### src/rtl/load_store_unit.sv
// Load/store sequencer for a word-wide data memory: byte/half/word access,
// read-modify-write for sub-word stores, sign/zero-extended load results.
module load_store_unit #(
    parameter int MEM_WORDS = 128
) (
    input  logic        clock,
    input  logic        reset_n,
    input  logic        req_valid,
    output logic        req_ready,
    input  logic        req_we,
    input  logic [1:0]  req_size,
    input  logic        req_signed,
    input  logic [31:0] req_addr,
    input  logic [31:0] req_wdata,
    output logic        resp_valid,
    input  logic        resp_ready,
    output logic [31:0] resp_rdata,
    output logic        resp_err,
    output logic        mwr,
    output logic        moe,
    output logic [31:0] ma,
    output logic [31:0] mwd,
    input  logic [31:0] mrd
);

    localparam logic [2:0] IDLE     = 3'd0;
    localparam logic [2:0] LOAD     = 3'd1;
    localparam logic [2:0] RMW_READ = 3'd2;
    localparam logic [2:0] WRITE    = 3'd3;
    localparam logic [2:0] RESP     = 3'd4;

    localparam logic [1:0] SZ_BYTE = 2'b00;
    localparam logic [1:0] SZ_HALF = 2'b01;
    localparam logic [1:0] SZ_WORD = 2'b10;

    localparam logic [29:0] MEM_WORDS_W = 30'(MEM_WORDS);

    logic [2:0]  state_q, state_d;
    logic        we_q;
    logic [1:0]  size_q;
    logic        signed_q;
    logic [31:0] addr_q;
    logic [31:0] wdata_q;
    logic [31:0] rdata_q, rdata_d;
    logic        err_q, err_d;
    logic [31:0] merged_q, merged_d;

    logic        accept;
    logic        req_bad;
    logic [7:0]  byte_lane;
    logic [15:0] half_lane;
    logic [31:0] load_data;

    assign accept = req_valid && (state_q == IDLE);

    assign req_bad = (req_size == 2'b11)
                  || ((req_size == SZ_HALF) && req_addr[0])
                  || ((req_size == SZ_WORD) && (req_addr[1:0] != 2'b00))
                  || (req_addr[31:2] >= MEM_WORDS_W);

    assign byte_lane = mrd[{addr_q[1:0], 3'b000} +: 8];
    assign half_lane = mrd[{addr_q[1], 4'b0000} +: 16];

    always_comb begin
        load_data = mrd;
        merged_d  = mrd;
        case (size_q)
            SZ_BYTE: begin
                load_data = {{24{signed_q & byte_lane[7]}}, byte_lane};
                merged_d[{addr_q[1:0], 3'b000} +: 8] = wdata_q[7:0];
            end
            SZ_HALF: begin
                load_data = {{16{signed_q & half_lane[15]}}, half_lane};
                merged_d[{addr_q[1], 4'b0000} +: 16] = wdata_q[15:0];
            end
            default: ;
        endcase
    end

    always_comb begin
        state_d = state_q;
        rdata_d = rdata_q;
        err_d   = err_q;
        case (state_q)
            IDLE: begin
                if (accept) begin
                    rdata_d = 32'd0;
                    err_d   = req_bad;
                    if (req_bad)                   state_d = RESP;
                    else if (!req_we)              state_d = LOAD;
                    else if (req_size == SZ_WORD)  state_d = WRITE;
                    else                           state_d = RMW_READ;
                end
            end
            LOAD: begin
                rdata_d = load_data;
                state_d = RESP;
            end
            RMW_READ: state_d = WRITE;
            WRITE:    state_d = RESP;
            RESP: begin
                if (resp_ready) begin
                    state_d = IDLE;
                    rdata_d = 32'd0;
                    err_d   = 1'b0;
                end
            end
            default:  state_d = IDLE;
        endcase
    end

    always_ff @(posedge clock or negedge reset_n) begin
        if (!reset_n) begin
            state_q  <= IDLE;
            we_q     <= 1'b0;
            size_q   <= 2'b00;
            signed_q <= 1'b0;
            addr_q   <= 32'd0;
            wdata_q  <= 32'd0;
            rdata_q  <= 32'd0;
            err_q    <= 1'b0;
            merged_q <= 32'd0;
        end else begin
            state_q <= state_d;
            rdata_q <= rdata_d;
            err_q   <= err_d;
            if (accept) begin
                we_q     <= req_we;
                size_q   <= req_size;
                signed_q <= req_signed;
                addr_q   <= req_addr;
                wdata_q  <= req_wdata;
            end
            if (state_q == RMW_READ) begin
                merged_q <= merged_d;
            end
        end
    end

    // Memory port is a pure decode of registered state, so it holds for the whole cycle.
    always_comb begin
        req_ready  = (state_q == IDLE);
        resp_valid = (state_q == RESP);
        resp_rdata = rdata_q;
        resp_err   = err_q;
        moe        = (state_q == LOAD) || (state_q == RMW_READ);
        mwr        = (state_q == WRITE) && we_q;
        ma         = 32'd0;
        mwd        = 32'd0;
        if (moe || mwr) begin
            ma = {2'b00, addr_q[31:2]};
        end
        if (mwr) begin
            mwd = (size_q == SZ_WORD) ? wdata_q : merged_q;
        end
    end

endmodule

### config.mk
export PLATFORM = sky130hd
export DESIGN_NAME = load_store_unit
export DESIGN_NICKNAME = d
export VERILOG_FILES = /design/src/rtl/load_store_unit.sv
export SDC_FILE = /design/constraint.sdc
export NUM_CORES = 1
export LEC_CHECK = 0
export ABC_AREA = 1
export BUFFER_PORTS_ARGS = -buffer_cell sky130_fd_sc_hd__buf_2
export CAP_MARGIN = 20
export CORE_MARGIN = 2
export CORE_UTILIZATION = 52
export CTS_CLUSTER_DIAMETER = 120
export DETAILED_ROUTE_END_ITERATION = 10
export MAX_ROUTING_LAYER = met4
export PLACE_DENSITY = 0.77
export SLEW_MARGIN = 15
export SYNTH_ARGS = -nofsm -noshare
export SYNTH_HDL_FRONTEND = slang
export SYNTH_SLANG_ARGS = --single-unit
export TNS_END_PERCENT = 100
### constraint.sdc
create_clock -name clock -period 5.59 [get_ports clock]
set_clock_uncertainty 0.15 [all_clocks]
set_input_delay 0.8385 -clock clock [delete_from_list [all_inputs] [get_ports clock]]
set_output_delay 0.8385 -clock clock [all_outputs]
set_load 0.02 [all_outputs]
Yosys cells after proc, flatten, opt, wreduce, memory -nomap -nowiden
Cells that the tools add are included.
{"block": "totals", "rom_bits": 0, "mem_bits_rw": 0, "out_inout_bits": 101, "regBits": 136, "elab_cells": 68, "in_bits": 104, "n_memories": 0, "latch_bits": 0}
{"block": "classes", "order_cmp": 1, "shifts": 6, "mux": 19, "bitwise": 2, "n_mul": 0, "eq_ne": 11, "n_addsub": 2, "div_mod_pow": 0, "reduce_logical": 18}
{"operator": "two-way mux 32 bit", "n": 4}
{"operator": "one-hot mux 32 bit (2 select lines)", "n": 2}
{"operator": "one-hot mux 32 bit (3 select lines)", "n": 1}
{"operator": "bitwise mux 32 bit", "n": 2}
{"operator": "variable shift 16 x 7 -> 32 bit (first input constant)", "n": 1}
{"operator": "variable shift 8 x 7 -> 32 bit (first input constant)", "n": 1}
{"operator": "indexed part select 16 x 7 -> 32 bit", "n": 1}
{"operator": "indexed part select 32 x 6 -> 16 bit", "n": 1}
{"operator": "indexed part select 32 x 6 -> 8 bit", "n": 1}
{"operator": "indexed part select 8 x 7 -> 32 bit", "n": 1}
{"operator": "greater-or-equal comparator 30 x 8 -> 1 bit (second input constant)", "n": 1}
{"operator": "two-way mux 30 bit", "n": 1}
{"operator": "negator 5 -> 7 bit", "n": 2}
{"operator": "one-hot mux 3 bit (4 select lines)", "n": 1}
{"operator": "two-way mux 3 bit", "n": 3}
{"operator": "equality test 2 bit (second input constant)", "n": 3}
{"operator": "equality test 3 x 2 -> 1 bit (second input constant)", "n": 2}
{"operator": "AND reduction 3 bit", "n": 2}
{"operator": "logical OR 1 bit", "n": 5}
{"operator": "equality test 2 x 1 -> 1 bit (second input constant)", "n": 2}
{"operator": "logical AND 1 bit", "n": 4}
{"operator": "inequality test 2 x 1 -> 1 bit (second input constant)", "n": 2}
{"operator": "nonzero test 2 bit", "n": 2}
{"operator": "equality test 3 x 1 -> 1 bit (second input constant)", "n": 1}
{"operator": "10 further kinds", "n": 13}

Longest topological paths before layout
Gate-level depths: netlist (run 1).
{"block": "logic_depth", "word_depth": 8, "mapped_depth": 13, "depth_no_buf": 10}

Worst setup path after synthesis (run 1)
OpenSTA, ideal clock, no wires.
{"block": "synth_timing", "path_type": "reg-to-output", "startpoint": "register state_q[2]", "endpoint": "output port ma[0]", "n_path_buf": 1, "path_stages_with_launch": 7, "arrival_ps": 1493, "required_ps": 4602, "path_slack_ps": 3108, "cell_sequence": "dfrtp_1 nor3_4 inv_2 nand2_1 nor2_1 buf_2 nor2_1"}
{"block": "synth_between", "elab_chain_cells": 4, "elab_cells_between_ends": 7, "cone_classes": "eq/ne (3); mux (1); reduce/logical (3)"}
{"element": "start: declaration", "line_no": "38", "text": "logic [2:0] state_q, state_d;"}
{"element": "start signal: assignment", "line_no": "124", "text": "state_q <= state_d;"}
{"element": "equality test 3 x 1 -> 1 bit or equality test 3 x 2 -> 1 bit (tied branches)", "line_no": "146", "text": "moe = (state_q == LOAD) || (state_q == RMW_READ);"}
{"element": "logical OR 1 bit *", "line_no": "146"}
{"element": "net moe", "line_no": "20", "text": "output logic moe,"}
{"element": "logical OR 1 bit *", "line_no": "150", "text": "if (moe || mwr) begin"}
{"element": "two-way mux 30 bit *", "line_no": "150"}
{"element": "end: declaration", "line_no": "21", "text": "output logic [31:0] ma,"}
The timed path passes the listed nets; every way through them passes the cells marked *.

Worst setup path in the final report (run 1)
{"block": "layout_timing", "startpoint": "register size_q[1]", "endpoint": "output port mwd[15]"}
{"block": "layout_between", "elab_chain_cells": 3}
{"element": "start: declaration", "line_no": "40", "text": "logic [1:0] size_q;"}
{"element": "start signal: assignment", "line_no": "129", "text": "size_q <= req_size;"}
{"element": "equality test 2 bit", "line_no": "154", "text": "mwd = (size_q == SZ_WORD) ? wdata_q : merged_q;"}
{"element": "two-way mux 32 bit", "line_no": "154"}
{"element": "two-way mux 32 bit", "line_no": "153", "text": "if (mwr) begin"}
{"element": "end: declaration", "line_no": "22", "text": "output logic [31:0] mwd,"}
Every way passes these cells.

==> results of run 1 <==
==> power by group through the flow <==
stage               Combinational, mW  Sequential [mW]  Clock, mW
finish                           1.43             1.45       1.21
global route                     1.60             1.48       1.27
CTS                              1.40             1.44       1.22
detailed placement               1.39             1.45          0
global placement                 1.38             1.44          0
floorplan                        1.14             1.34          0
==> stage by stage <==
step / util / hold slack [ns] / setup WS [ns] / instances
finish: 0.640 / 0.301 / 1.47 / 1418
global route: 0.640 / 0.351 / 1.25 / 1418
CTS: 0.640 / 0.327 / 1.57 / 1418
detailed placement: 0.596 / 0.312 / 2.03 / 1386
global placement: 0.596 / 0.305 / 2.12 / 1386
floorplan: - / 0.293 / 3.11 / 1058
==> area by class of cell <==
type | instances | area, um2
repair buffers | 206 | 1050
multi-input cells | 744 | 3480
fillers | 1342 | 5190
clock inverters | 13 | 188
inverters | 116 | 443
flip-flops and latches | 136 | 3400
well taps | 184 | 230
clock buffers | 19 | 443
==> logic make-up after synthesis <==
group / Yosys count / share of synthesized area
adders and majority gates: 5 / 0.00819
AOI/OAI and AO/OA: 297 / 0.204
buffers and inverters: 178 / 0.101
other: 1 / 0.000491
and+or+nand+nor: 440 / 0.242
DFF: 136 / 0.446
==> worst max-delay path by stage <==
| stage | start | end | cells past startpoint |
|---|---|---|---|
| after floorplan | state_q[2] | ma[0] | 6 |
| after global placement | size_q[1] | mwd[5] | 6 |
| after detailed placement | size_q[1] | mwd[12] | 6 |
| after CTS | size_q[1] | mwd[12] | 6 |
| after global routing | size_q[1] | mwd[9] | 6 |
| final | size_q[1] | mwd[15] | 6 |
==> state kept, by name (all words and copies together), names as in the netlist <==
name / count
state_q: 3
signed_q: 1
resp_rdata: 32
size_q: 2
addr_q: 32
resp_err: 1
we_q: 1
wdata_q: 32
merged_q: 32
==> worst reg2reg max path: stages (launching register included) <==
cell	delay [ns]
dfrtp_1	0.81
inv_1	0.51
ha_1	0.65
inv_1	0.24
nor2_1	0.21
nand3_1	0.12
nand2_1	0.23
a21oi_1	0.16
nor2_1	0.12
==> cell usage after synthesis <==
| cell type | instances | area, um2 |
|---|---|---|
| nand4_1 | 2 | 12.5 |
| ha_1 | 5 | 62.6 |
| nor2_4 | 4 | 45.0 |
| nand3_4 | 1 | 17.5 |
| nand2_4 | 3 | 33.8 |
| buf_4 | 7 | 52.6 |
| buf_12 | 1 | 20.0 |
| nor2_1 | 108 | 405 |
| nand2_1 | 258 | 968 |
| inv_2 | 7 | 26.3 |
| inv_6 | 1 | 8.76 |
| o221ai_1 | 1 | 8.76 |
| a31oi_1 | 1 | 6.26 |
| nor3_1 | 23 | 115 |
| o22ai_1 | 10 | 62.6 |
| and2_1 | 1 | 6.26 |
| dfrtp_1 | 136 | 3400 |
| o21ai_0 | 129 | 646 |
| inv_1 | 107 | 402 |
| a21oi_1 | 101 | 505 |
| nand2_2 | 14 | 87.6 |
| o21ai_1 | 38 | 190 |
| nor2_2 | 5 | 31.3 |
| buf_6 | 1 | 11.3 |
| o211a_1 | 3 | 30.0 |
| conb_1 | 1 | 3.75 |
| nor3_4 | 1 | 16.3 |
| clkbuf_1 | 19 | 71.3 |
| o211ai_1 | 14 | 105 |
| nor3_2 | 1 | 10.0 |
| nand3_1 | 19 | 95.1 |
| buf_2 | 34 | 170 |
| inv_4 | 1 | 6.26 |
==> layer usage <==
metal | track usage | routed length, um | vias to the layer above
li1 | - | - | 3741
met5 | - | 0 | -
met1 | 0.406 | 9690 | 3578
met2 | 0.472 | 10900 | 360
met3 | 0.0689 | 1930 | 56
met4 | 0.105 | 710 | 0
==> impl_metrics.py, run 1 <==
metrics = {
    "status": {
        "status": "finished, final reports clean",
    },
    "die": {
        "die_y_um": 125,
        "rows": 44,
        "die_w_um": 125,
        "die_area_um2": 15700,
        "core-area_um2": 14400,
        "boundaryPins": 205,
        "initial_core_util": 0.529,
    },
    "pwr": {
        "power_density_nw_per_um2": 442,
        "cellLeakagePower_nw": 5.03,
        "clkPwrFrac": 0.296,
        "p_sw_mw": 1.72,
        "swShare": 0.421,
        "max-vdd-ir-drop_v": 0.000278,
        "pwr-share-seq": 0.354,
        "p_int_mw": 2.36,
        "total_power_mw": 4.08,
        "pwr-share-comb": 0.350,
    },
    "logic_synthesis": {
        "yosysSeqAreaShare": 0.446,
        "ys_seq_elements": 136,
        "synth.avg_cell_area_um2": 7.22,
        "synth_cell_types": 33,
        "netlist_area_um2": 7640,
        "yosys_warnings": 0,
        "netlist_instances": 1057,
    },
    "critical_path": {
        "r2r-start": "addr_q[1]",
        "slowest_delay_ns": 1.06,
        "path_cells": "inv_6, nor2_2, buf_4, o21ai_0, a21oi_1, buf_2",
        "cp.required_ns": 4.60,
        "crit_family": "flip-flops",
        "cpMaxStageDelayCell": "dfrtp_1",
        "worstSetupEndpointType": "output port",
        "r2r_slack_ns": 2.31,
        "cp_data_arrival_time_ns": 3.13,
        "critical_path_class": "reg2out",
        "crit_buf_inv": 3,
        "timing.rr.end": "merged_q[21]",
        "cp_max_fo": 34,
        "rr_worst_depth": 8,
        "timing.critical_path.from_type": "register",
    },
    "drt": {
        "drcViolationCount": 0,
        "route.vias.total": 7735,
        "avgRoutedWirePerCell_um": 16.4,
        "drtIter0Drc": 799,
        "via_per_inst": 5.45,
        "wl_um": 23200,
        "ant_nets": 0,
        "drtPass1Iterations": 5,
    },
    "min_path": {
        "hold_path_class": "in2async",
    },
    "global_route": {
        "grt_pass1_vias": 7105,
        "grt_usage": 0.307,
        "overflow": 0,
        "antenna_found_initial": 0,
        "grt_pass1_wl_um": 36900,
        "grt_max_degree": 118,
    },
    "timing": {
        "fin_crit_ns": 4.12,
        "report.final.slew_viol_count": 0,
        "post-route-period-util": 0.737,
        "slew_headroom": 0.273,
        "hold_violations": 0,
        "setup_viol": 0,
        "max_freq_mhz": 243,
        "worstMarginPinSlew_ns": 1.09,
        "setup_tns_ns": 0,
        "rsz0062_at_grt": "no",
    },
    "run": {
        "maxCapViolations": 0,
    },
    "place": {
        "numPortBuffers": 202,
        "dp.final_hpwl_um": 16500,
        "placedInstanceArea_um2": 8600,
        "globalplace.congestion": 0.989,
    },
    "cells_and_area": {
        "drive_above_1_share": 0.224,
        "diodes": 0,
        "final_area_um2": 9230,
        "mostFrequentLayoutCell": "nand2_1",
        "final_nets": 1330,
        "most-common-layout-cells": "nand2_1 (258), buf_2 (201), dfrtp_1 (136)",
        "area_delta_synth_final_pct": 20.9,
    },
    "cts": {
        "cts_made_buffers": 17,
        "root_buffer": "clkbuf_16",
        "ctsLongestPathBuffers": 2,
        "post_cts_buffers": 0,
        "clock-sinks": 136,
        "cts_tree": "built",
        "h-tree-depth": 4,
        "clkLatencyLatePin_ns": 0.43,
        "ctsResizeCount": 0,
        "clk_pin_slew_ns": 0.06,
        "holdBufCountCts": 0,
    },
}
(Power assumes the default switching activity.)
==> run 2: changes to the inputs <==
- clock period: 5.59 -> 4.1 ns (I/O delays scaled with it)
==> run 2 against run 1 <==
Critical path depth down 1. Clock power grew 22%. Sequential cell count is the same. Routed wire length grew 0.87%. First-iteration DRC count shrank 12%. Total power increased by 33%. Critical path type unchanged. Count of clock-buffer cells in the layout decreased by 2. Sequential power up 33%. Non-clock buffer count is 5 higher.
==> impl_metrics.py, run 2 (same netlist as run 1, synthesis figures left out) <==
metrics = {
    "critical_path": {
        "cp.required_ns": 3.34,
        "crit_family": "flip-flops",
        "cp_data_arrival_time_ns": 2.42,
        "cp_max_fo": 34,
        "slowest_delay_ns": 0.70,
        "timing.critical_path.from_type": "register",
        "crit_buf_inv": 2,
        "critical_path_class": "reg2out",
        "cpMaxStageDelayCell": "dfrtp_1",
        "worstSetupEndpointType": "output port",
        "path_cells": "nor2_2, buf_12, o21ai_0, a21oi_1, buf_2",
    },
    "timing": {
        "worstMarginPinSlew_ns": 1.03,
        "post-route-period-util": 0.777,
        "slew_headroom": 0.314,
        "rsz0062_at_grt": "no",
        "report.final.slew_viol_count": 0,
        "hold-worst-slack_ns": 0.116,
        "setup_tns_ns": 0,
        "setup_viol": 0,
        "fin_crit_ns": 3.19,
        "max_freq_mhz": 314,
        "final.setup.worst_slack_ns": 0.915,
        "hold_violations": 0,
    },
    "cts": {
        "cts_made_buffers": 17,
        "holdBufCountCts": 0,
        "post_cts_buffers": 0,
        "ctsResizeCount": 0,
        "root_buffer": "clkbuf_16",
        "clock-sinks": 136,
        "ctsLongestPathBuffers": 2,
        "clk_pin_slew_ns": 0.06,
        "clkLatencyLatePin_ns": 0.42,
        "cts_tree": "built",
        "h-tree-depth": 4,
    },
    "die": {
        "die_area_um2": 15700,
        "die_y_um": 125,
        "rows": 44,
        "core-area_um2": 14400,
        "boundaryPins": 205,
        "initial_core_util": 0.529,
        "die_w_um": 125,
    },
    "drt": {
        "drtPass1Iterations": 5,
        "met1_length_um": 9820,
        "via_per_inst": 5.47,
        "route.vias.total": 7788,
        "met3_length_um": 2080,
        "drtIter0Drc": 703,
        "drcViolationCount": 0,
        "ant_nets": 0,
        "routed-wl-met2_um": 10700,
        "avgRoutedWirePerCell_um": 16.4,
        "wl_um": 23400,
        "highest_layer": "met4",
    },
    "pwr": {
        "max-vdd-ir-drop_v": 0.000350,
        "power_density_nw_per_um2": 590,
        "cellLeakagePower_nw": 5.00,
        "total_power_mw": 5.44,
    },
    "cells_and_area": {
        "final_nets": 1335,
        "multiInputGateArea_um2": 3470,
        "layout.cells.non_filler": 1423,
        "area_delta_synth_final_pct": 20.7,
        "fillerInstances": 1333,
        "diodes": 0,
        "drive_above_1_share": 0.228,
        "mostFrequentLayoutCell": "nand2_1",
        "regArea_um2": 3400,
        "most-common-layout-cells": "nand2_1 (258), buf_2 (201), dfrtp_1 (136)",
    },
    "global_route": {
        "grt_pass1_wl_um": 37800,
        "overflow": 0,
        "grt_usage": 0.312,
        "grt_pass1_vias": 7336,
        "antenna_found_initial": 0,
        "grt_max_degree": 118,
    },
    "place": {
        "dp.final_hpwl_um": 16700,
        "dpl_worst_slack_ns": 1.43,
        "globalplace.congestion": 1.01,
        "numPortBuffers": 202,
        "dp_cells": 1391,
    },
    "min_path": {
        "hold_path_class": "in2async",
    },
    "run": {
        "maxCapViolations": 0,
    },
    "status": {
        "status": "finished, final reports clean",
    },
}
-- run 2: worst paths after layout --
check | startpoint | endpoint | slack (ns) | cells after the start
max in group asynchronous | reset_n | resp_rdata[22] | 2.81 | 2
min reg2reg | wdata_q[17] | wdata_q[17] | 0.32 | 2
min | reset_n | wdata_q[29] | 0.12 | 1
max | size_q[0] | mwd[12] | 0.91 | 5
max reg2reg | size_q[0] | merged_q[6] | 1.42 | 6
min in group clock | req_wdata[29] | wdata_q[29] | 0.24 | 3
-- run 2: through the flow --
step	utilization	cell area [um2]
after global routing	0.639	9220
after detailed placement	0.599	8650
after global placement	0.599	8650
final	0.639	9220
after floorplan	-	7640
after CTS	0.639	9220
-- run 2: power breakdown --
part	internal [mW]	switching (mW)
logic	0.545	1.48
clock network	0.845	0.639
registers	1.67	0.264
-- run 2: per-layer routing --
metal  up-vias  global-route usage
li1       3755                   -
met1      3580               0.422
met4         0               0.124
met5         -                   -
met3        59              0.0638
met2       394               0.464
-- run 2: area by class of cell --
class | instances | area share
Timing Repair Buffer | 211 | 0.119
Clock buffer | 17 | 0.0462
Clock inverter | 15 | 0.0156
Multi-Input combinational cell | 744 | 0.377
Inverter | 116 | 0.0481
Tap cell | 184 | 0.0250
Sequential cell | 136 | 0.369
